[config.mk]
export PLATFORM = sky130hd
export DESIGN_NAME = alarm_sequencer
export DESIGN_NICKNAME = d
export VERILOG_FILES = /design/src/rtl/alarm_pkg.sv /design/src/rtl/blink_divider.sv /design/src/rtl/alarm_sequencer.sv
export SDC_FILE = /design/constraint.sdc
export NUM_CORES = 1
export LEC_CHECK = 0
export ABC_AREA = 1
export CAP_MARGIN = 20
export CORE_MARGIN = 2
export CORE_UTILIZATION = 54
export DETAILED_ROUTE_END_ITERATION = 8
export PLACE_DENSITY_LB_ADDON = 0.15
export SLEW_MARGIN = 20
export SYNTH_ARGS = -nofsm -noshare
export SYNTH_HDL_FRONTEND = slang
export SYNTH_SLANG_ARGS = --single-unit
[constraint.sdc]
create_clock -name clk_2 -period 1.65 [get_ports clk_2]
set_input_delay 0.2475 -clock clk_2 [delete_from_list [all_inputs] [get_ports clk_2]]
set_output_delay 0.2475 -clock clk_2 [all_outputs]
set_load 0.01 [all_outputs]
[src/rtl/alarm_pkg.sv]
// rtl/alarm_pkg.sv - shared state codes and event counter limits for the alarm sequencer
package alarm_pkg;

   typedef enum logic [1:0] {
      ST_IDLE     = 2'd0,
      ST_ALARM    = 2'd1,
      ST_SILENCED = 2'd2
   } alarm_state_t;

   localparam int EVT_W = 8;
   localparam logic [EVT_W-1:0] EVT_MAX = 8'd255;

endpackage

[src/rtl/blink_divider.sv]
// rtl/blink_divider.sv - siren phase generator, starts high and toggles every BLINK_HALF cycles
module blink_divider #(
   parameter int BLINK_HALF = 2
) (
   input  logic clk_2,
   input  logic reset_n,
   input  logic restart,
   input  logic enable,
   output logic phase
);

   localparam logic [7:0] HALF_LIM = 8'(BLINK_HALF - 1);

   logic [7:0] cnt_q;

   // restart wins so every fresh alarm begins on a full high half-period
   always_ff @(posedge clk_2 or negedge reset_n) begin
      if (!reset_n) begin
         cnt_q <= '0;
         phase <= 1'b0;
      end else if (restart) begin
         cnt_q <= '0;
         phase <= 1'b1;
      end else if (enable) begin
         if (cnt_q == HALF_LIM) begin
            cnt_q <= '0;
            phase <= ~phase;
         end else begin
            cnt_q <= cnt_q + 8'd1;
         end
      end else begin
         cnt_q <= '0;
         phase <= 1'b0;
      end
   end

endmodule

[src/rtl/alarm_sequencer.sv]
// rtl/alarm_sequencer.sv - latched alarm FSM with minimum hold before acknowledge and entry counting
module alarm_sequencer
   import alarm_pkg::*;
#(
   parameter int BLINK_HALF = 2,
   parameter int HOLD_MIN   = 4
) (
   input  logic             clk_2,
   input  logic             reset_n,
   input  logic             alarm_req,
   input  logic             ack,
   output logic             siren,
   output logic             alarm_active,
   output logic             silenced,
   output logic [EVT_W-1:0] event_count,
   output logic [1:0]       state_o
);

   localparam logic [1:0] S_IDLE     = ST_IDLE;
   localparam logic [1:0] S_ALARM    = ST_ALARM;
   localparam logic [1:0] S_SILENCED = ST_SILENCED;
   localparam logic [7:0] HOLD_LIM   = 8'(HOLD_MIN);

   logic [1:0] state_q;
   logic [1:0] state_d;
   logic [7:0] hold_q;
   logic       entering;
   logic       phase;

   assign entering = (state_q == S_IDLE) && alarm_req;

   always_comb begin
      state_d = state_q;
      case (state_q)
         S_IDLE: begin
            if (alarm_req) state_d = S_ALARM;
         end
         S_ALARM: begin
            if (ack && (hold_q == HOLD_LIM)) state_d = alarm_req ? S_SILENCED : S_IDLE;
         end
         S_SILENCED: begin
            if (!alarm_req) state_d = S_IDLE;
         end
         default: state_d = S_IDLE;
      endcase
   end

   always_ff @(posedge clk_2 or negedge reset_n) begin
      if (!reset_n) begin
         state_q     <= S_IDLE;
         hold_q      <= '0;
         event_count <= '0;
      end else begin
         state_q <= state_d;
         if (entering) begin
            hold_q <= '0;
            if (event_count != EVT_MAX) event_count <= event_count + 8'd1;
         end else if (state_q == S_ALARM) begin
            if (hold_q != HOLD_LIM) hold_q <= hold_q + 8'd1;
         end else begin
            hold_q <= '0;
         end
      end
   end

   blink_divider #(
      .BLINK_HALF(BLINK_HALF)
   ) u_blink (
      .clk_2  (clk_2),
      .reset_n(reset_n),
      .restart(entering),
      .enable (state_q == S_ALARM),
      .phase  (phase)
   );

   // phase may flip on the exit edge, so the state mask keeps siren dark outside ALARM
   assign alarm_active = (state_q == S_ALARM);
   assign silenced     = (state_q == S_SILENCED);
   assign state_o      = state_q;
   assign siren        = alarm_active & phase;

endmodule

==> reports/qor.yml <==
worst_setup_path:
  path_cells: "buf_4 > clkdlybuf4s50_1"
  arrival_ns: 1.33
  r2r_slack_ns: 0.31
  start_kind: "flop"
  cp-end-kind: "primary output"
  crit_fanout: 2
  crit_path_max_incr_delay_ns: 0.53
  cp_num_buf_inv: 2
  path_class: "reg2out"
  cp_top_family: "buffers and inverters"
  worst_ep_required_time_ns: 1.40
  slowest_stage: "clkdlybuf4s50_1"
floorplanning:
  die_y_um: 55.8
  start_util_pct: 57.5
  fp.dieArea_mm2: 0.00312
  core_area_mm2: 0.00252
  num_rows: 18
  ios: 17
  die_w_um: 55.8
cells_and_area:
  layout.nets: 219
  multi_input_area_um2: 679
  final_common_cell: "nand2_1"
  final_util_pct: 68.5
  num_antenna_cells: 0
  most-common-layout-cells: "nand2_1, nor2_1, dfrtp_1"
  synthToLayoutAreaGrowth_pct: 19.0
  register_area_um2: 679
  drive_above_1_share_pct: 12.0
  nFillCells: 215
  instances_no_fill: 239
  design_area_mm2: 0.00173
global_route:
  track_usage_pct: 20.1
  grt_start_max_net_pins: 28
  grt-ovfl-total: 0
  grt_first_pass_wirelength_um: 5100
  antenna_found_initial: 0
  grt_pass1_vias: 1198
clocking:
  cts_max_level: 1
  clkSlewWorstSetupHoldPaths_ns: 0.15
  clock_latency_ns: 0.32
  tritoncts.num_buffers: 3
  clk_path_buf_depth: 2
  cts_hold_buffers: 0
  cts_root_buf: "clkbuf_4"
  cts_tree: "done"
  clock_sinks: 27
routing:
  vias_per_cell: 5.15
  drc: 0
  vias: 1230
  dr.pass1.iters: 4
  final_antenna_net_count: 0
  drt-total-wl_um: 2810
  drt_iter0_drc: 49
  wl_per_cell_um: 11.7
synthesis:
  post_synth.cell_area_avg_um2: 7.97
  synth_top_cell_by_area: "dfrtp_1"
  ys_types: 25
  ys_seq_elements: 27
  synthCells: 182
  synth_fp_nets: 191
  yosysTopAreaCellShare_pct: 46.6
  yosysWarnings: 0
  seq_area_frac_synth_pct: 46.6
  ys_top_cells_by_area: "dfrtp_1, nand2_1, nand3_1"
  synth_area_mm2: 0.00145
pwr:
  ir_drop_mv: 1.04
  finalPower_mw: 2.33
  p_leak_nw: 0.849
  power_density_mw_per_mm2: 1350
placement:
  place_ws_ns: 0.124
  dp_hpwl_um: 2030
  numPortBuffers: 16
  dp.cells: 230
  dpl_cell_area_mm2: 0.00166
  gp_congestion: 0.880
sta:
  worst_pin_slew_ns: 0.353
  clock.fmax_ghz: 0.633
  relSlewSlack_pct: 76.5
  rsz0062_at_grt: "no"
  skew_ns: 0.00538
  fin_hold_ws_ns: 0.283
  finalCritPeriodShare_pct: 95.8
  finalMaxSlewViolations: 0
  setup_tns_ns: 0
  fin_crit_ns: 1.58
  timing.final.ws_setup_ns: 0.0701
  hold_viol: 0
  setup_viol: 0
worst_hold_path:
  hold_class: "in2async"
job:
  maxCapViolCount: 0
run_status:
  outcome: "finished, final reports clean"
## timing repair
item	in CTS	in global routing
pin swaps	1	0
endpoints found under the hold margin	0	0
buffers inserted	5	0
setup endpoints to repair	3	5
gates resized for setup	3	6
## Yosys cell counts
library cell  number
nand3_2            1
nand3b_1           1
nor3b_1            1
xor2_1             3
ha_1               5
dfrtp_1           27
nor2_1            26
inv_2              1
nand3_1           21
nand4_1            2
a31oi_1            1
nor2_2             1
nand2_4            1
nand2_2            2
o31ai_1            1
buf_4              1
nor2_4             2
o21ai_2            1
inv_4              1
nor3_1             3
nand2_1           43
inv_1             21
xnor2_1            5
o21ai_0            5
a21oi_1            6
## cell type report
| cell class | instances | share of cell area [%] |
|---|---|---|
| clock buffers | 4 | 1.52 |
| inverters | 23 | 5.14 |
| multi-input cells | 131 | 39.3 |
| flip-flops and latches | 27 | 39.3 |
| well taps | 30 | 2.17 |
| repair buffers | 24 | 12.5 |
## routing by layer
| metal | GRT usage (%) | wire length (um) | vias up |
|---|---|---|---|
| met5 | 0 | 0 | - |
| met4 | 5.10 | 32 | 0 |
| met3 | 2.33 | 77 | 4 |
| met2 | 32.5 | 1320 | 17 |
| met1 | 29.0 | 1380 | 573 |
| li1 | - | - | 636 |
## path summary, 6_finish.rpt
check	to	start	cells past startpoint
max	state_o[0]	state_o[0]	2
min	u_blink.cnt_q[3]	reset_n	2
max reg2reg	hold_q[0]	hold_q[0]	7
min reg2reg	u_blink.cnt_q[0]	u_blink.cnt_q[0]	1
max in group asynchronous	event_count[4]	reset_n	2
min in group clk_2	state_o[1]	alarm_req	3
## power breakdown
| group | total (mW) | internal (mW) | switching, mW |
|---|---|---|---|
| Sequential | 1.00 | 0.825 | 0.175 |
| Clock | 0.288 | 0.0946 | 0.193 |
| Combinational | 1.04 | 0.479 | 0.561 |
## registers in the layout (all words and copies together) (netlist names)
register       count
event_count        8
hold_q             8
state_o            2
u_blink.cnt_q      8
u_blink.phase      1
## kinds of logic (layout without fill, tap and decap cells)
| group | after synthesis | in the layout | synth area share (%) |
|---|---|---|---|
| and+or+nand+nor | 104 | 104 | 32.3 |
| DFF | 27 | 27 | 46.6 |
| buffers and inverters | 24 | 51 | 6.64 |
| AOI/OAI and AO/OA | 14 | 14 | 5.35 |
| xor gates and xnor gates | 8 | 8 | 4.83 |
| adders and majority gates | 5 | 5 | 4.31 |
(Power assumes the default switching activity.)
